### config.mk
export PLATFORM = sky130hd
export DESIGN_NAME = spi_cmd_sequencer
export DESIGN_NICKNAME = d
export VERILOG_FILES = /design/src/rtl/spi_cmd_sequencer.sv
export SDC_FILE = /design/constraint.sdc
export NUM_CORES = 1
export LEC_CHECK = 0
export ABC_AREA = 1
export CORE_ASPECT_RATIO = 0.5
export CORE_MARGIN = 2
export CORE_UTILIZATION = 53
export DETAILED_ROUTE_END_ITERATION = 10
export PLACE_DENSITY = 0.79
export SETUP_SLACK_MARGIN = 0.3
export SLEW_MARGIN = 25
export SYNTH_ARGS = -nofsm -noshare
export SYNTH_HDL_FRONTEND = slang
export SYNTH_SLANG_ARGS = --single-unit
### constraint.sdc
create_clock -name clk_in -period 2.11 [get_ports clk_in]
set_input_delay 0.633 -clock clk_in [delete_from_list [all_inputs] [get_ports clk_in]]
set_output_delay 0.633 -clock clk_in [all_outputs]
set_load 0.03 [all_outputs]
### src/rtl/spi_cmd_sequencer.sv
// spi_cmd_sequencer
//
// Table-driven controller that walks the single-transaction SPI engine
// through an ordered list of write / read / delay commands (e.g. a DAC
// register init script). The host loads the table, pulses start, and the
// block issues each entry, waits for the engine to finish, checks read data
// against the expected value and reports completion or errors.
//
// Optional feature macro: SPI_SEQ_TIMEOUT_EN
//   defined   -> per-state watchdog (TIMEOUT_CYCLES) raising err_timeout
//   undefined -> no watchdog logic, err_timeout tied to 0
//
// Handshake (engine side): eng_valid is raised in ISSUE and held until a
// cycle with eng_valid && eng_ready; it is dropped in the following cycle.
// Fields on eng_wr_infodata / eng_rd_info / eng_mode_sel / eng_delay_cnt are
// stable from eng_valid rising until the next FETCH. The engine signals it is
// working by dropping eng_ready, and completion by raising it again.
//
// Ports
//   clk_in, rst_n          clock, synchronous active-low reset
//   tbl_wr_en/addr/data    command table write port (ignored while busy)
//   start, abort           run control
//   busy, done             run status (done is a one-cycle pulse)
//   err_mismatch           sticky read-compare error
//   err_timeout            sticky watchdog error
//   err_index              index of the failing entry
//   rd_valid, rd_data      captured read data (pulse / held value)
//   eng_*                  command interface to the SPI engine
//   dbg_state              current FSM state encoding

module spi_cmd_sequencer #(
  parameter int SPI_INFO_LENGTH = 8,
  parameter int SPI_DATA_LENGTH = 8,
  parameter int CMD_DEPTH       = 16,
  parameter int CMD_AW          = 4
`ifdef SPI_SEQ_TIMEOUT_EN
  ,
  parameter int TIMEOUT_CYCLES  = 65535
`endif
) (
  input  logic                                       clk_in,
  input  logic                                       rst_n,
  input  logic                                       tbl_wr_en,
  input  logic [CMD_AW-1:0]                          tbl_wr_addr,
  input  logic [2+SPI_INFO_LENGTH+SPI_DATA_LENGTH-1:0] tbl_wr_data,
  input  logic                                       start,
  input  logic                                       abort,
  output logic                                       busy,
  output logic                                       done,
  output logic                                       err_mismatch,
  output logic                                       err_timeout,
  output logic [CMD_AW-1:0]                          err_index,
  output logic                                       rd_valid,
  output logic [SPI_DATA_LENGTH-1:0]                 rd_data,
  output logic [SPI_INFO_LENGTH+SPI_DATA_LENGTH-1:0] eng_wr_infodata,
  output logic [SPI_INFO_LENGTH-1:0]                 eng_rd_info,
  output logic [1:0]                                 eng_mode_sel,
  output logic [15:0]                                eng_delay_cnt,
  output logic                                       eng_valid,
  input  logic                                       eng_ready,
  input  logic [SPI_DATA_LENGTH-1:0]                 eng_rd_data,
  output logic [2:0]                                 dbg_state
);

  localparam int ID = SPI_INFO_LENGTH + SPI_DATA_LENGTH;
  localparam int EW = ID + 2;
  localparam logic [CMD_AW-1:0] LAST_IDX = CMD_AW'(CMD_DEPTH - 1);

  localparam logic [1:0] MODE_RD  = 2'b01;
  localparam logic [1:0] MODE_END = 2'b11;

  typedef enum logic [2:0] {
    S_IDLE      = 3'd0,
    S_FETCH     = 3'd1,
    S_ISSUE     = 3'd2,
    S_WAIT_BUSY = 3'd3,
    S_WAIT_IDLE = 3'd4,
    S_NEXT      = 3'd5,
    S_FIN       = 3'd6
  } state_t;

  // Command table: plain register array, deliberately not reset.
  logic [EW-1:0] tbl_q [CMD_DEPTH];

  state_t                state_q;
  logic [CMD_AW-1:0]     idx_q;
  logic                  busy_q;
  logic                  done_q;
  logic                  abort_q;
  logic                  err_mismatch_q;
  logic [CMD_AW-1:0]     err_index_q;
  logic                  rd_valid_q;
  logic [SPI_DATA_LENGTH-1:0] rd_data_q;
  logic [ID-1:0]         eng_wr_infodata_q;
  logic [SPI_INFO_LENGTH-1:0] eng_rd_info_q;
  logic [1:0]            eng_mode_q;
  logic [15:0]           eng_delay_q;
  logic                  eng_valid_q;

  // The table cannot change while busy, so the entry at idx_q stays valid
  // for the whole transaction (used for the expected read value).
  logic [EW-1:0] cur_entry;
  logic [1:0]    cur_mode;
  assign cur_entry = tbl_q[idx_q];
  assign cur_mode  = cur_entry[EW-1:EW-2];

  always_ff @(posedge clk_in) begin
    if (tbl_wr_en && !busy_q) begin
      tbl_q[tbl_wr_addr] <= tbl_wr_data;
    end
  end

`ifdef SPI_SEQ_TIMEOUT_EN
  logic [31:0] wd_q;
  logic        err_timeout_q;
  logic        wd_active;
  assign wd_active = (state_q == S_ISSUE) || (state_q == S_WAIT_BUSY) ||
                     (state_q == S_WAIT_IDLE);
`endif

  always_ff @(posedge clk_in) begin
    if (!rst_n) begin
      state_q           <= S_IDLE;
      idx_q             <= '0;
      busy_q            <= 1'b0;
      done_q            <= 1'b0;
      abort_q           <= 1'b0;
      err_mismatch_q    <= 1'b0;
      err_index_q       <= '0;
      rd_valid_q        <= 1'b0;
      rd_data_q         <= '0;
      eng_wr_infodata_q <= '0;
      eng_rd_info_q     <= '0;
      eng_mode_q        <= 2'b00;
      eng_delay_q       <= '0;
      eng_valid_q       <= 1'b0;
`ifdef SPI_SEQ_TIMEOUT_EN
      wd_q              <= '0;
      err_timeout_q     <= 1'b0;
`endif
    end else begin
      done_q     <= 1'b0;
      rd_valid_q <= 1'b0;
      // abort is remembered and only acted on between transactions.
      if (busy_q && abort) begin
        abort_q <= 1'b1;
      end
`ifdef SPI_SEQ_TIMEOUT_EN
      // Free-running in the waiting states; every entry into one of them
      // below reloads it with 0.
      if (wd_active) begin
        wd_q <= wd_q + 32'd1;
      end
      if (wd_active && (wd_q == 32'(TIMEOUT_CYCLES - 1))) begin
        eng_valid_q   <= 1'b0;
        err_timeout_q <= 1'b1;
        err_index_q   <= idx_q;
        state_q       <= S_FIN;
      end else
`endif
      begin
        case (state_q)
          S_IDLE: begin
            // start wins over a coincident abort: abort_q is cleared here.
            if (start) begin
              busy_q         <= 1'b1;
              err_mismatch_q <= 1'b0;
              err_index_q    <= '0;
              abort_q        <= 1'b0;
              idx_q          <= '0;
`ifdef SPI_SEQ_TIMEOUT_EN
              err_timeout_q  <= 1'b0;
`endif
              state_q        <= S_FETCH;
            end
          end
          S_FETCH: begin
            if (cur_mode == MODE_END) begin
              state_q <= S_FIN;
            end else begin
              eng_mode_q        <= cur_mode;
              eng_wr_infodata_q <= cur_entry[ID-1:0];
              eng_rd_info_q     <= cur_entry[ID-1:SPI_DATA_LENGTH];
              eng_delay_q       <= cur_entry[15:0];
              eng_valid_q       <= 1'b1;
`ifdef SPI_SEQ_TIMEOUT_EN
              wd_q              <= '0;
`endif
              state_q           <= S_ISSUE;
            end
          end
          S_ISSUE: begin
            if (eng_ready) begin
              eng_valid_q <= 1'b0;
`ifdef SPI_SEQ_TIMEOUT_EN
              wd_q        <= '0;
`endif
              state_q     <= S_WAIT_BUSY;
            end
          end
          S_WAIT_BUSY: begin
            if (!eng_ready) begin
`ifdef SPI_SEQ_TIMEOUT_EN
              wd_q    <= '0;
`endif
              state_q <= S_WAIT_IDLE;
            end
          end
          S_WAIT_IDLE: begin
            if (eng_ready) begin
              if (eng_mode_q == MODE_RD) begin
                rd_data_q  <= eng_rd_data;
                rd_valid_q <= 1'b1;
                if (eng_rd_data != cur_entry[SPI_DATA_LENGTH-1:0]) begin
                  err_mismatch_q <= 1'b1;
                  err_index_q    <= idx_q;
                  state_q        <= S_FIN;
                end else begin
                  state_q <= S_NEXT;
                end
              end else begin
                state_q <= S_NEXT;
              end
            end
          end
          S_NEXT: begin
            if (abort_q || abort || (idx_q == LAST_IDX)) begin
              state_q <= S_FIN;
            end else begin
              idx_q   <= idx_q + 1'b1;
              state_q <= S_FETCH;
            end
          end
          S_FIN: begin
            done_q  <= 1'b1;
            busy_q  <= 1'b0;
            abort_q <= 1'b0;
            state_q <= S_IDLE;
          end
          default: begin
            state_q <= S_IDLE;
          end
        endcase
      end
    end
  end

  assign busy            = busy_q;
  assign done            = done_q;
  assign err_mismatch    = err_mismatch_q;
  assign err_index       = err_index_q;
  assign rd_valid        = rd_valid_q;
  assign rd_data         = rd_data_q;
  assign eng_wr_infodata = eng_wr_infodata_q;
  assign eng_rd_info     = eng_rd_info_q;
  assign eng_mode_sel    = eng_mode_q;
  assign eng_delay_cnt   = eng_delay_q;
  assign eng_valid       = eng_valid_q;
  assign dbg_state       = state_q;
`ifdef SPI_SEQ_TIMEOUT_EN
  assign err_timeout     = err_timeout_q;
`else
  assign err_timeout     = 1'b0;
`endif

endmodule

* After elaboration in Yosys (flattened, before gate mapping)
Memory sizes are Yosys's and may differ from the RTL's. A register that Yosys moved wholly into a read port is not among the register bits. Index checks and enable logic that the tools add are counted.
Cells by class: reductions and logical operators 18, mux-type cells 35, shifts and indexed selects 0, eq/ne operators 18, bitwise operators 1, magnitude comparators 0, add/sub/neg operators 1, div/mod/pow operators 0, multipliers 0
Operators with widths (count):
- two-way mux 4 bit | 7
- two-way mux 3 bit | 7
- case mux 3 bit (6 select lines) | 1
- != test 2 bit (second input constant) | 8
- case mux 4 bit (2 select lines) | 2
- two-way mux 1 bit | 13
- AND reduction 3 bit | 4
- == test 3 bit (second input constant) | 3
- != test 8 bit | 1
- case mux 1 bit (2 select lines) | 4
- nonzero test 2 bit | 4
- == test 3 x 2 -> 1 bit (second input constant) | 2
- AND reduction 5 bit | 1
- adder 4 x 1 -> 4 bit (second input constant) | 1
- == test 4 bit (second input constant) | 1
- AND reduction 2 bit | 2
- AND reduction 4 bit | 1
- == test 3 x 1 -> 1 bit (second input constant) | 1
- zero test 3 bit | 1
- == test 2 x 1 -> 1 bit (second input constant) | 1
- == test 2 bit (second input constant) | 1
- logical AND 1 bit | 2
- logical OR 1 bit | 2
- two-way mux 2 bit | 1
- other kinds (2) | 2
Storage, ports and cells: register bits after elaboration 51, output and inout bits 63, bits in writable memories 288, bits in read-only memories 0, latch bits 0, memories kept 1
Memories:
- tbl_q | depth 16, bits a word 18, read ports 1, clocked after Yosys merged registers in 1, write ports 1, RTL line 83 | logic [EW-1:0] tbl_q [CMD_DEPTH];

* Logic depth before layout (Yosys ltp)
Gate-level depths: netlist of run 1.
depth in word-level cells 6, mapped depth 20, gate-level depth less buffers 18

* Worst setup path before layout of run 1
OpenSTA, ideal clock, no wires.
kind input port to flip-flop, from in tbl_wr_en, to mem tbl_q[12][0] (netlist name), enable pin, data arrival time 1.774 ns, slack -0.056 ns, stages on the path 4, path through inv_1 -> nor2_1 -> nand3_1 -> nor2_1
Between the ends: longest elaborated chain between the ends 3
RTL lines:
- start: declaration | RTL line 43 | input logic tbl_wr_en,
- logical AND 1 bit | RTL line 108 | if (tbl_wr_en && !busy_q) begin
- two-way mux 1 bit | RTL line 108
- two-way mux 1 bit (not written as such) | RTL line 109 | tbl_q[tbl_wr_addr] <= tbl_wr_data;
- end: declaration | RTL line 83
No other way between the ends.

==> impl_metrics.json, run 1 <==
{
  "r2r_setup_slack_ns": -0.12,
  "path_class": "reg -> reg",
  "slew-limit-headroom_pct": 54.6,
  "synth-simple-area-share_pct": 14.1,
  "cts_sinks": 335,
  "antenna_found_initial": 0,
  "cp.arrival_ns": 2.72,
  "cts-htree-levels": 1,
  "vias": 10100,
  "preCtsSetupSlack_ns": -0.323,
  "worst_pin_slew_ns": 0.676,
  "synthAdderAreaFrac_pct": 0.0918,
  "cts_root_buffer": "clkbuf_16",
  "totalWireLength_um": 36900,
  "grt_util_met2_pct": 43.6,
  "min_from": "eng_valid$_SDFFE_PN0P_",
  "ctsHoldBuffers": 0,
  "drt_pass1_iterations": 9,
  "setup_violations": 6,
  "slew_viol_final": 0,
  "cp-end-kind": "flip-flop",
  "crit_fanout": 10,
  "syn-num-nets": 1233,
  "rsz0062_at_grt": "true",
  "fin_crit_sh_pct": 106,
  "synth_cell_types": 35,
  "final.fill_count": 1661,
  "status": "finished, violations left",
  "ys_seq_area_share_pct": 70.4,
  "power_leakage_nw": 6.36,
  "top_usage_layer": "met2",
  "final_area_mm2": 0.0169,
  "cpMaxStageDelayCell": "dfxtp_4",
  "nets": 1382,
  "ant_nets": 0,
  "routedWlPerCell_um": 21.5,
  "fmax_mhz": 448,
  "grtUsageMet1_pct": 36.7,
  "muxShareOfSynthArea_pct": 0,
  "worstSetupStartpointType": "flip-flop",
  "yosys.area.top_type": "edfxtp_1",
  "worst_ir_drop_vdd_mv": 0.514,
  "io_buffers": 97,
  "placed_area_mm2": 0.0155,
  "core_area_mm2": 0.0252,
  "seqCellArea_mm2": 0.00961,
  "grt_pass1_vias": 9963,
  "dieWidth_um": 231,
  "drc_errors": 0,
  "fin_ws_ns": -0.124,
  "dp_cells": 1641,
  "critPathMaxStageDelay_ns": 0.42,
  "initial_core_util_pct": 54.0,
  "holdWs_ns": 0.476,
  "synth_edf_count": 288,
  "cap_violations": 0,
  "ios": 99,
  "cpMostUsedCell": "nand2_1",
  "grt_overflow": 0,
  "synth-seq-cells": 335,
  "antenna_cells": 0,
  "rows": 41,
  "drive_above_1_share_pct": 23.2,
  "synthTopCellsByArea": "edfxtp_1, dfxtp_1, nand2_1",
  "p_per_area_mw_per_mm2": 1030,
  "rr_worst_depth": 18,
  "dp_hpwl_um": 22300,
  "synth_xor_area_share_pct": 0.0643,
  "grt_util_all_layers_pct": 26.7,
  "worstPathCellList": "buf_12, buf_12, nand2_1, nand3_1, nand3_1, nand3_2, nand2_2, nand2_1, nand2_1, inv_2, nand2_2, nor2_4, nand2_4, nand2_1, nand2_1, nand2_1, nand2_1, a21oi_1",
  "grt_pass1_wl_um": 55800,
  "die_area_mm2": 0.0271,
  "stdcell_count": 1712,
  "hp-class": "reg -> reg",
  "synth_area_per_cell_um2": 11.4,
  "numCtsBuffers": 29,
  "setup-tns-final_ns": -0.567,
  "cts_tree": "yes",
  "power_mw": 17.5,
  "synth_most_common_cell": "edfxtp_1",
  "clk_latency_ns": 0.56,
  "violations": "negative setup slack",
  "synth_top_area_share_pct": 63.5,
  "synthTopCellsByCount": "edfxtp_1, nand2_1, nor2_1",
  "die_h_um": 117,
  "area_growth_pct": 24.3,
  "clockBufferDepth": 3,
  "min_period_ns": 2.23,
  "post-route-util_pct": 67.1,
  "gr-usage-met3_pct": 3.79,
  "syn-cell-area_mm2": 0.0136,
  "hold_viol": 0,
  "vias_per_cell": 5.89,
  "place_congestion": 0.889,
  "grt_max_degree": 36,
  "synth_top_family_by_area": "simple AND/OR/NAND/NOR gates",
  "async_reset_ff_share_pct": 0,
  "synth_ff_type": "edfxtp_1",
  "hold_depth": 2,
  "skew_ns": 0.0216,
  "clk_pin_slew_ns": 0.07,
  "synth-compound-area-share_pct": 9.42,
  "dr.first_iter.drc_count": 1524,
  "ys_warn_count": 0,
  "multi_input_area_mm2": 0.00362,
  "synthCells": 1196,
  "required_ns": 2.60
}
-- cell usage in the layout, fill, tap and decap left out, drive strengths merged, types with 19 or more instances in the layout --
cell	instances
nor2	151
edfxtp	288
o22ai	19
clkbuf	62
dfxtp	47
clkdlybuf4s50	35
nand2	235
o221ai	22
inv	66
nand3	84
a21oi	27
buf	154
o21ai	137
-- final timing paths --
| kind | end |
|---|---|
| setup / recovery | dbg_state[0]$_SDFFE_PN0P_ |
| hold / removal | eng_valid$_SDFFE_PN0P_ |
| setup reg to reg | dbg_state[0]$_SDFFE_PN0P_ |
| hold reg to reg | eng_valid$_SDFFE_PN0P_ |
-- cells by family after synthesis --
family | after synthesis
xor gates and xnor gates | 1
adders and majority gates | 1
other | 1
AOI/OAI and AO/OA | 226
DFF | 335
and+or+nand+nor | 478
buffers and inverters | 154
-- sequential cells by signal (all words and copies together), names as in the netlist, 2 cells and up, named ones only --
| register | flops |
|---|---|
| dbg_state | 3 |
| eng_delay_cnt | 8 |
| eng_mode_sel | 2 |
| eng_rd_info | 8 |
| err_index | 4 |
| idx_q | 4 |
| rd_data | 8 |
| tbl_q | 288 |
-- area by class of cell --
type	count	area share, %
multi-input combinational	707	21.4
clock buffer	50	5.53
timing repair buffer	205	12.1
tap	344	2.54
clock inverter	4	0.140
sequential	335	56.8
inverter	67	1.58
-- critical path, delay by kind of cell, from the launching register on --
kind,cells,cell delay [ns]
AOI/OAI and AO/OA,1,0.12
buffers and inverters,3,0.37
DFF,1,0.42
and+or+nand+nor,14,1.25
-- routing by layer --
metal	vias to the layer above	part of all wire [%]
met1	4861	38
li1	4485	-
met4	0	2.8
met3	85	9.8
met5	-	0
met2	656	49
-- power breakdown --
group	leakage [nW]	internal (mW)	switching, mW
sequential	2.99	7.52	0.273
combinational	2.89	1.52	2.85
clock	0.484	3.02	2.32
total	6.36	12.1	5.44
-- repair_timing --
item / 4_1_cts / 5_1_grt
setup buffers: 8 / 2
resized for setup: 366 / 99
cloned: 6 / 1
pin swaps: 8 / 9
endpoints found under the setup margin: 286 / 273
Power figures use the tool's default switching activity.
==> run 2, diff against run 1 <==
--- a/config.mk
+++ b/config.mk
@@ -5,12 +5,12 @@
 export SDC_FILE = /design/constraint.sdc
 export NUM_CORES = 1
 export LEC_CHECK = 0
-export ABC_AREA = 1
 export CORE_ASPECT_RATIO = 0.5
-export CORE_MARGIN = 2
+export CORE_MARGIN = 5
 export CORE_UTILIZATION = 53
 export DETAILED_ROUTE_END_ITERATION = 10
 export PLACE_DENSITY = 0.79
+export RECOVER_POWER = 100
 export SETUP_SLACK_MARGIN = 0.3
 export SLEW_MARGIN = 25
 export SYNTH_ARGS = -nofsm -noshare
==> impl_metrics.json, run 2 <==
{
  "vias": 7655,
  "core_area_mm2": 0.0251,
  "rr_endpoint": "dbg_state[1]$_SDFFE_PN0P_",
  "largest_reg_flops": 288,
  "rr_worst_depth": 11,
  "grt_util_all_layers_pct": 23.1,
  "min_period_ns": 2.79,
  "final_area_mm2": 0.0163,
  "ant_nets": 0,
  "drc_errors": 0,
  "vias_per_cell": 6.03,
  "slew-limit-headroom_pct": 50.8,
  "totalWireLength_um": 33500,
  "hold_depth": 2,
  "grt_pass1_wl_um": 49700,
  "ios": 99,
  "min_from": "rd_data[2]$_SDFFE_PN0P_",
  "setup_violations": 83,
  "ctsHoldBuffers": 0,
  "dp_hpwl_um": 19900,
  "r2r_setup_slack_ns": -0.68,
  "hp-class": "reg -> reg",
  "synthCells": 729,
  "routedWlPerCell_um": 26.4,
  "cp.arrival_ns": 3.22,
  "syn-num-nets": 766,
  "die_area_mm2": 0.0288,
  "grt_max_degree": 30,
  "dr.first_iter.drc_count": 879,
  "cts_root_buffer": "clkbuf_16",
  "clockBufferDepth": 3,
  "placed_area_mm2": 0.0156,
  "area_growth_pct": 21.2,
  "synth_cell_types": 57,
  "power_leakage_nw": 5.29,
  "fin_ws_ns": -0.678,
  "grt_pass1_vias": 7960,
  "skew_ns": 0.0113,
  "numCtsBuffers": 30,
  "fmax_mhz": 359,
  "async_reset_ff_share_pct": 0,
  "layout_common_cells": "edfxtp_1, mux4_2, clkbuf_1",
  "cts_sinks": 335,
  "cts-htree-levels": 1,
  "synthTopCellsByArea": "edfxtp_1, mux4_2, dfxtp_1",
  "synth_most_common_cell": "edfxtp_1",
  "worst_ir_drop_vdd_mv": 0.638,
  "hold_viol": 0,
  "worstSetupStartpointType": "flip-flop",
  "synthTopCellsByCount": "edfxtp_1, mux4_2, dfxtp_1",
  "antenna_found_initial": 1,
  "synth_ff_type": "edfxtp_1",
  "die_h_um": 123,
  "nets": 938,
  "drive_above_1_share_pct": 30.1,
  "clk_latency_ns": 0.56,
  "antenna_cells": 0,
  "holdPathEnd": "rd_data[2]$_SDFFE_PN0P_",
  "final_common_cell": "edfxtp_1",
  "cp-end-kind": "flip-flop",
  "io_buffers": 97,
  "regMostFlops": "tbl_q",
  "p_per_area_mw_per_mm2": 898,
  "worst_pin_slew_ns": 0.739,
  "yosys.area.top_type": "edfxtp_1",
  "clk_pin_slew_ns": 0.07,
  "slew_viol_final": 0,
  "rows": 41,
  "path_class": "reg -> reg",
  "cts_tree": "yes",
  "setup-tns-final_ns": -18.74,
  "grt_overflow": 0,
  "synth_edf_count": 288,
  "ys_seq_area_share_pct": 71.3,
  "crit_fanout": 6,
  "drt_pass1_iterations": 5,
  "syn-cell-area_mm2": 0.0134,
  "dieWidth_um": 235,
  "post-route-util_pct": 65.0,
  "synth_area_per_cell_um2": 18.4,
  "place_congestion": 0.758,
  "status": "finished, violations left",
  "initial_core_util_pct": 53.6,
  "rsz0062_at_grt": "true",
  "holdWs_ns": 0.464,
  "ys_warn_count": 0,
  "required_ns": 2.54,
  "cap_violations": 0,
  "synth_top_area_share_pct": 64.3,
  "violations": "negative setup slack",
  "fin_crit_sh_pct": 132,
  "synth-seq-cells": 335
}
run 2: worst max-delay path by stage:
stage	slack, ns	end	cells past startpoint
6_report	-0.68	dbg_state[1]$_SDFFE_PN0P_	11
5_1_grt	-0.77	err_index[1]$_SDFFE_PN0P_	9
4_1_cts	-0.61	err_index[1]$_SDFFE_PN0P_	9
3_5_place_dp	-0.79	err_index[1]$_SDFFE_PN0P_	8
3_3_place_gp	-0.72	err_index[1]$_SDFFE_PN0P_	8
2_1_floorplan	-0.45	err_index[1]$_SDFFE_PN0P_	9
run 2: repair_timing:
action                     CTS  global route
setup endpoints to repair  169            85
resized for setup          363            51
pin swaps                    5            18
gates cloned                 1             0
setup buffers               14             4
run 2: metrics by stage:
stage | total power, mW | instances | setup WS (ns)
floorplan | 8.27 | 729 | -0.453
global placement | 8.80 | 1194 | -0.718
detailed placement | 8.85 | 1194 | -0.789
CTS | 14.7 | 1265 | -0.613
global route | 15.1 | 1269 | -0.769
finish | 14.6 | 1269 | -0.678
run 2: layer usage:
layer	part of all wire, %	GRT usage, %
met4	2.2	6.27
met3	9.1	6.35
met5	0.039	0
met1	39	29.9
met2	50	39.8
run 2: area by class of cell:
type	instances	area (µm²)
Tap cell	344	430
Fill cell	1609	8790
Sequential cell	335	9620
Clock inverter	19	284
Multi-Input combinational cell	327	3680
Inverter	5	18.8
Timing Repair Buffer	202	1460
Clock buffer	37	808
run 2: cells by family after synthesis:
family,count (synthesis),synth area share [%]
multiplexers,117,16.4
buffers and inverters,67,2.86
XOR/XNOR,12,0.782
other,1,0.0279
flip-flops,335,71.3
adder cells (fa/ha/maj),1,0.0931
AO/OA/AOI/OAI,58,3.22
AND/OR/NAND/NOR,138,5.26
run 2: worst max-delay path, cell delays in order, from the launching register on:
cell       delay [ns]
dfxtp_4          0.37
buf_12           0.12
buf_6            0.09
mux4_2           0.47
mux2_4           0.32
xor2_4           0.17
a2111oi_4        0.31
nand4_2          0.20
buf_4            0.19
buf_6            0.11
o31ai_4          0.24
a221oi_2         0.08
run 2: report_power, final:
part / switching (mW) / total [mW] / internal (mW)
sequential: 0.0957 / 7.41 / 7.32
clock: 2.43 / 6.02 / 3.59
combinational: 0.779 / 1.21 / 0.427
total: 3.30 / 14.6 / 11.3
==> run 3, diff against run 2 <==
--- a/config.mk
+++ b/config.mk
@@ -9,6 +9,7 @@
 export CORE_MARGIN = 5
 export CORE_UTILIZATION = 53
 export DETAILED_ROUTE_END_ITERATION = 10
+export GPL_ROUTABILITY_DRIVEN = 0
 export PLACE_DENSITY = 0.79
 export RECOVER_POWER = 100
 export SETUP_SLACK_MARGIN = 0.3
==> results of run 3 <==
Final layout, timing and power as in run 2 (identical DEF).
